### config.mk
export PLATFORM = sky130hd
export DESIGN_NAME = ras_ring_stack
export DESIGN_NICKNAME = d
export VERILOG_FILES = /design/src/rtl/config_pkg.sv /design/src/rtl/ras_pkg.sv /design/src/rtl/ras_sat_counter.sv /design/src/rtl/ras_ring_stack.sv
export SDC_FILE = /design/constraint.sdc
export NUM_CORES = 1
export LEC_CHECK = 0
export ABC_CLOCK_PERIOD_IN_PS = 4080
export BUFFER_PORTS_ARGS = -buffer_cell sky130_fd_sc_hd__buf_2
export CORE_UTILIZATION = 45
export CTS_CLUSTER_SIZE = 30
export DETAILED_ROUTE_END_ITERATION = 6
export GPL_ROUTABILITY_DRIVEN = 0
export PLACE_DENSITY = 0.7
export SLEW_MARGIN = 20
export SYNTH_ARGS = -nofsm -noshare
export SYNTH_HDL_FRONTEND = slang
export SYNTH_SLANG_ARGS = --single-unit
export TNS_END_PERCENT = 50
### constraint.sdc
create_clock -name clk_i -period 4.08 [get_ports clk_i]
set_input_delay 0.816 -clock clk_i [delete_from_list [all_inputs] [get_ports clk_i]]
set_output_delay 0.816 -clock clk_i [all_outputs]
set_load 0.01 [all_outputs]
### src/rtl/config_pkg.sv
`default_nettype none
// ============================================================================
//  Module      : config_pkg
//  Description : Minimal core configuration record. It carries the fields the
//                return-address stack consumes (RAS depth, virtual address
//                width) and the default build configuration.
//  Revision    : 1.0 - initial release
// ============================================================================
package config_pkg;

    typedef struct packed {
        int unsigned RASDepth;
        int unsigned VLEN;
    } cva6_cfg_t;

    localparam cva6_cfg_t BUILD_CFG = '{RASDepth: 32'd2, VLEN: 32'd64};

endpackage
`default_nettype wire

### src/rtl/ras_pkg.sv
`default_nettype none
// ============================================================================
//  Module      : ras_pkg
//  Description : Shared types, constants and helpers for the return-address
//                stack. The entry record itself depends on the address width,
//                so it is declared inside ras_ring_stack where the width is
//                known.
//  Revision    : 1.0 - initial release
// ============================================================================
package ras_pkg;

    // Width of the overflow/underflow statistics counters
    localparam int unsigned RAS_CNT_W = 16;

    // Direction of a pointer step
    typedef enum logic {
        RAS_DIR_DOWN = 1'b0,
        RAS_DIR_UP   = 1'b1
    } ras_dir_e;

    // Step a ring pointer by one with explicit wrap; works for any depth >= 1,
    // power of two or not.
    function automatic int unsigned ras_ptr_wrap(
        input int unsigned ptr,
        input ras_dir_e    dir,
        input int unsigned depth
    );
        if (dir == RAS_DIR_UP) begin
            return (ptr >= depth - 1) ? 0 : ptr + 1;
        end
        return (ptr == 0) ? depth - 1 : ptr - 1;
    endfunction

endpackage
`default_nettype wire

### src/rtl/ras_sat_counter.sv
`default_nettype none
// ============================================================================
//  Module      : ras_sat_counter
//  Description : Saturating up-counter with synchronous clear. Holds at the
//                all-ones value once reached.
//  Revision    : 1.0 - initial release
// ============================================================================
module ras_sat_counter
    import ras_pkg::*;
#(
    parameter int unsigned WIDTH = RAS_CNT_W
) (
    input  logic             clk,
    input  logic             rst,
    input  logic             i_inc,
    output logic [WIDTH-1:0] o_cnt
);

    logic [WIDTH-1:0] r_cnt;

    // Count events, sticking at the maximum value
    always_ff @(posedge clk) begin
        if (rst) begin
            r_cnt <= '0;
        end else if (i_inc && (r_cnt != '1)) begin
            r_cnt <= r_cnt + WIDTH'(1);
        end
    end

    assign o_cnt = r_cnt;

endmodule
`default_nettype wire

### src/rtl/ras_ring_stack.sv
`default_nettype none
// ============================================================================
//  Module      : ras_ring_stack
//  Description : Return-address stack for the frontend branch predictor,
//                built as a circular buffer. Calls push, returns pop; a push
//                into a full stack overwrites the oldest entry.
//                Optional feature macro: CVA6_RAS_STATS_EN adds saturating
//                overflow/underflow event counters on ovf_cnt_o/unf_cnt_o.
//  Revision    : 1.0 - initial release
// ============================================================================
module ras_ring_stack
    import ras_pkg::*;
#(
    parameter config_pkg::cva6_cfg_t CVA6Cfg = config_pkg::BUILD_CFG,
    parameter int unsigned DEPTH = CVA6Cfg.RASDepth,
    parameter int unsigned AW    = CVA6Cfg.VLEN
) (
    input  logic                 clk_i,
    input  logic                 rst_i,
    input  logic                 flush_i,
    input  logic                 push_i,
    input  logic                 pop_i,
    input  logic [AW-1:0]        push_addr_i,
    output logic [AW-1:0]        top_o,
    output logic                 top_valid_o,
    output logic                 overflow_o,
    output logic                 underflow_o,
    output logic [RAS_CNT_W-1:0] ovf_cnt_o,
    output logic [RAS_CNT_W-1:0] unf_cnt_o
);

    localparam int unsigned        c_PTR_W     = (DEPTH > 1) ? $clog2(DEPTH) : 1;
    localparam int unsigned        c_CNT_W     = $clog2(DEPTH + 1);
    localparam logic [c_CNT_W-1:0] c_DEPTH_CNT = c_CNT_W'(DEPTH);

    typedef struct packed {
        logic          valid;
        logic [AW-1:0] ra;
    } ras_entry_t;

    ras_entry_t         r_mem [DEPTH];
    logic [c_PTR_W-1:0] r_ptr;
    logic [c_CNT_W-1:0] r_count;
    logic               r_overflow;
    logic               r_underflow;

    logic [c_PTR_W-1:0] w_ptr_inc;
    logic [c_PTR_W-1:0] w_ptr_dec;
    logic               w_full;
    logic               w_empty;
    logic               w_ovf_evt;
    logic               w_unf_evt;

    assign w_ptr_inc = c_PTR_W'(ras_ptr_wrap(32'(r_ptr), RAS_DIR_UP,   DEPTH));
    assign w_ptr_dec = c_PTR_W'(ras_ptr_wrap(32'(r_ptr), RAS_DIR_DOWN, DEPTH));
    assign w_full    = (r_count == c_DEPTH_CNT);
    assign w_empty   = (r_count == '0);

    // A flush swallows any push/pop in the same cycle, so it also masks events
    assign w_ovf_evt = !flush_i && push_i && !pop_i && w_full;
    assign w_unf_evt = !flush_i && pop_i && !push_i && w_empty;

    // Stack state: reset/flush clear everything, otherwise apply push/pop
    always_ff @(posedge clk_i) begin
        if (rst_i || flush_i) begin
            r_ptr       <= '0;
            r_count     <= '0;
            r_overflow  <= 1'b0;
            r_underflow <= 1'b0;
            for (int unsigned i = 0; i < DEPTH; i++) begin
                r_mem[i] <= '0;
            end
        end else begin
            r_overflow  <= w_ovf_evt;
            r_underflow <= w_unf_evt;
            case ({push_i, pop_i})
                2'b11: begin
                    // Return and call together: replace the top in place
                    r_mem[r_ptr] <= '{valid: 1'b1, ra: push_addr_i};
                    if (w_empty) begin
                        r_count <= c_CNT_W'(1);
                    end
                end
                2'b10: begin
                    // When full this lands on the oldest entry
                    r_ptr            <= w_ptr_inc;
                    r_mem[w_ptr_inc] <= '{valid: 1'b1, ra: push_addr_i};
                    if (!w_full) begin
                        r_count <= r_count + c_CNT_W'(1);
                    end
                end
                2'b01: begin
                    if (!w_empty) begin
                        r_mem[r_ptr].valid <= 1'b0;
                        r_ptr              <= w_ptr_dec;
                        r_count            <= r_count - c_CNT_W'(1);
                    end
                end
                default: begin
                end
            endcase
        end
    end

    assign top_o       = r_mem[r_ptr].ra;
    assign top_valid_o = !w_empty;
    assign overflow_o  = r_overflow;
    assign underflow_o = r_underflow;

`ifdef CVA6_RAS_STATS_EN
    ras_sat_counter #(
        .WIDTH (RAS_CNT_W)
    ) u_ovf_cnt (
        .clk   (clk_i),
        .rst   (rst_i),
        .i_inc (w_ovf_evt),
        .o_cnt (ovf_cnt_o)
    );

    ras_sat_counter #(
        .WIDTH (RAS_CNT_W)
    ) u_unf_cnt (
        .clk   (clk_i),
        .rst   (rst_i),
        .i_inc (w_unf_evt),
        .o_cnt (unf_cnt_o)
    );
`else
    assign ovf_cnt_o = '0;
    assign unf_cnt_o = '0;
`endif

endmodule
`default_nettype wire
==> impl_metrics.tcl <==
set metrics [dict create \
    grt_max_degree 65 \
    min_period_over_period 0.6775 \
    maxSlewHeadroom 0.3714 \
    path_buf_inv 1 \
    cts.repair.resized 0 \
    die_x_um 118.5 \
    max_slew.worst_pin.slew_ps 942.9 \
    slowest_delay_ps 890 \
    n_fill_cell 1137 \
    port-buffer-count 135 \
    fin_util 0.5567 \
    ys_types 28 \
    fin_cells 743 \
    hold_path_class "reg2reg" \
    critPathTopFamily "flip-flops" \
    fin_setup_tns_ps 0 \
    rsz0062_at_grt "false" \
    drtIter0Drc 232 \
    ios 168 \
    num_rows 42 \
    cts_sinks 134 \
    grt_antenna_before_repair 1 \
    arrival_ps 1950 \
    crit_chain "mux2_2 > buf_2" \
    drive_above_1_share 0.4134 \
    max_freq_mhz 361.8 \
    most-common-layout-cells "buf_2 (135), and2_1 (128), edfxtp_1 (128)" \
    slew_viol_final 0 \
    wl_met1_um 4662 \
    numCtsBuffers 17 \
    drv_cap 0 \
    end_kind "output pin" \
    synth_edf_count 128 \
    grt_pass1_wl_um 17370 \
    drcViolationCount 0 \
    ys_warn_count 0 \
    hold-worst-slack_ps 533.8 \
    r2r_slack_ps 2100 \
    wl_met2_um 5505 \
    root_buffer "clkbuf_16" \
    final_common_cell "buf_2" \
    ant_nets 0 \
    hold_start "r_count[1]" \
    holdPathStages 2 \
    path_class "reg2out" \
    wl_per_cell_um 14.76 \
    period_needed_ps 2764 \
    clock_latency_ps 410 \
    synthFlopType "edfxtp_1" \
    power.leakage_uw 0.003293 \
    ys_async_sr_fraction 0 \
    ys_ff_latch 134 \
    wirelength_um 10970 \
    setup_viol 0 \
    seq_area_frac_synth 0.6488 \
    reg2reg_from "r_ptr" \
    dieArea_um2 14050 \
    vias 3510 \
    cts_tree "yes" \
    path_max_fanout 64 \
    ff2ff_path_depth 2 \
    ir_drop_v 0.0002456 \
    dr_wl_met3_um 687 \
    skew_ps 9.396 \
    start_util 0.4614 \
    cellPowerDensity_nw_per_um2 448.0 \
    first_global_vias 3591 \
    routed.top_layer "met4" \
    hold_viol 0 \
    clk_pin_slew_ps 60 \
    min_to "overflow_o" \
    synthCells 419 \
    critPathSlowestCell "dfxtp_4" \
    finalNetCount 627 \
    synth.cell_area_um2 6110 \
    cts_setup_buffers 0 \
    dr.pass1.iters 4 \
    synth.avg_cell_area_um2 14.58 \
    r2r-end "r_mem[0][44]" \
    viasPerCell 4.724 \
    htree_levels 4 \
    hold_buffers 0 \
    die_y_um 118.5 \
    post-place-cells 710 \
    critPathLaunchType "register" \
    place_hpwl_um 6660 \
    overflow 0 \
    core-area_um2 13240 \
    required_ps 3260 \
    area_growth_pct 20.66 \
    status "finished, final reports clean" \
    grt_usage 0.1638 \
    clk_path_buf_depth 2 \
]
-- cells in the mapped netlist, types with 3 or more instances --
cell type / instances / area, um^2
and2_1: 128 / 800.8
mux2_2: 64 / 720.7
a21oi_1: 3 / 15.01
nor2_1: 5 / 18.77
buf_4: 33 / 247.7
edfxtp_1: 128 / 3844
inv_1: 4 / 15.01
dfxtp_1: 6 / 120.1
clkbuf_2: 13 / 65.06
ha_1: 5 / 62.56
buf_2: 7 / 35.03
-- worst max-delay path by stage --
| stage | start | endpoint | slack, ps | cells past startpoint |
|---|---|---|---|---|
| 6_report | register | top_o[14] | 1320 | 2 |
| 5_1_grt | register | top_o[21] | 1220 | 2 |
| 4_1_cts | register | top_o[24] | 1280 | 2 |
| 3_5_place_dp | pop_i | r_mem[1][15] | 1220 | 6 |
| 3_3_place_gp | pop_i | r_mem[1][33] | 1260 | 6 |
| 2_1_floorplan | pop_i | r_mem[0][0] | 800 | 5 |
-- stage by stage --
step                      power [uW]  setup slack, ps  cell area (um^2)
after global routing            3419             1216              7370
after detailed placement        1893             1221              6804
after global placement          1885             1261              6804
after CTS                       3334             1284              7370
after floorplan                 1805            795.0              6226
final                           3302             1316              7372
-- flip-flops by register name (all words and copies together), names as in the netlist, named ones only --
register / count
underflow_o: 1
overflow_o: 1
r_count: 2
r_mem: 128
r_ptr: 1
-- routing by layer --
metal / GRT usage / up-vias
met5: 0 / -
met4: 0.05617 / 0
met3: 0.05888 / 7
met2: 0.2723 / 112
met1: 0.1965 / 1715
li1: - / 1676
-- layout make-up --
type	instances	area, um^2	share of cell area
antenna	1	2.502	0.0003394
sequential	134	3968	0.5382
multi-input combinational	259	1911	0.2592
tap	176	220.2	0.02987
clock buffer	18	429.2	0.05821
timing repair buffer	137	690.7	0.09369
clock inverter	14	136.4	0.01850
inverter	4	15.01	0.002037
-- worst reg2reg max path: cells and delay by family, from the launching register on --
kind	cells	cell delay, ps
and+or+nand+nor	1	590
DFF	1	400
muxes	1	470
-- cell families (layout without fill, tap and decap cells) --
kind of cell | Yosys count | count (layout) | synth area share
AO/OA/AOI/OAI | 11 | 11 | 0.01188
XOR/XNOR | 1 | 1 | 0.001434
adder cells (fa/ha/maj) | 5 | 5 | 0.01024
buffers and inverters | 57 | 173 | 0.05939
flip-flops | 134 | 134 | 0.6488
multiplexers | 66 | 66 | 0.1212
other | 1 | 33 | 0.0006138
AND/OR/NAND/NOR | 144 | 144 | 0.1464
-- power by group --
part | leakage (uW) | total [uW] | internal (uW) | switching (uW)
combinational | 0.00152 | 247 | 111 | 136
clock | 0.000272 | 1440 | 892 | 550
sequential | 0.00150 | 1610 | 1590 | 26.8
total | 0.00329 | 3300 | 2590 | 713
(Power assumes the default switching activity.)
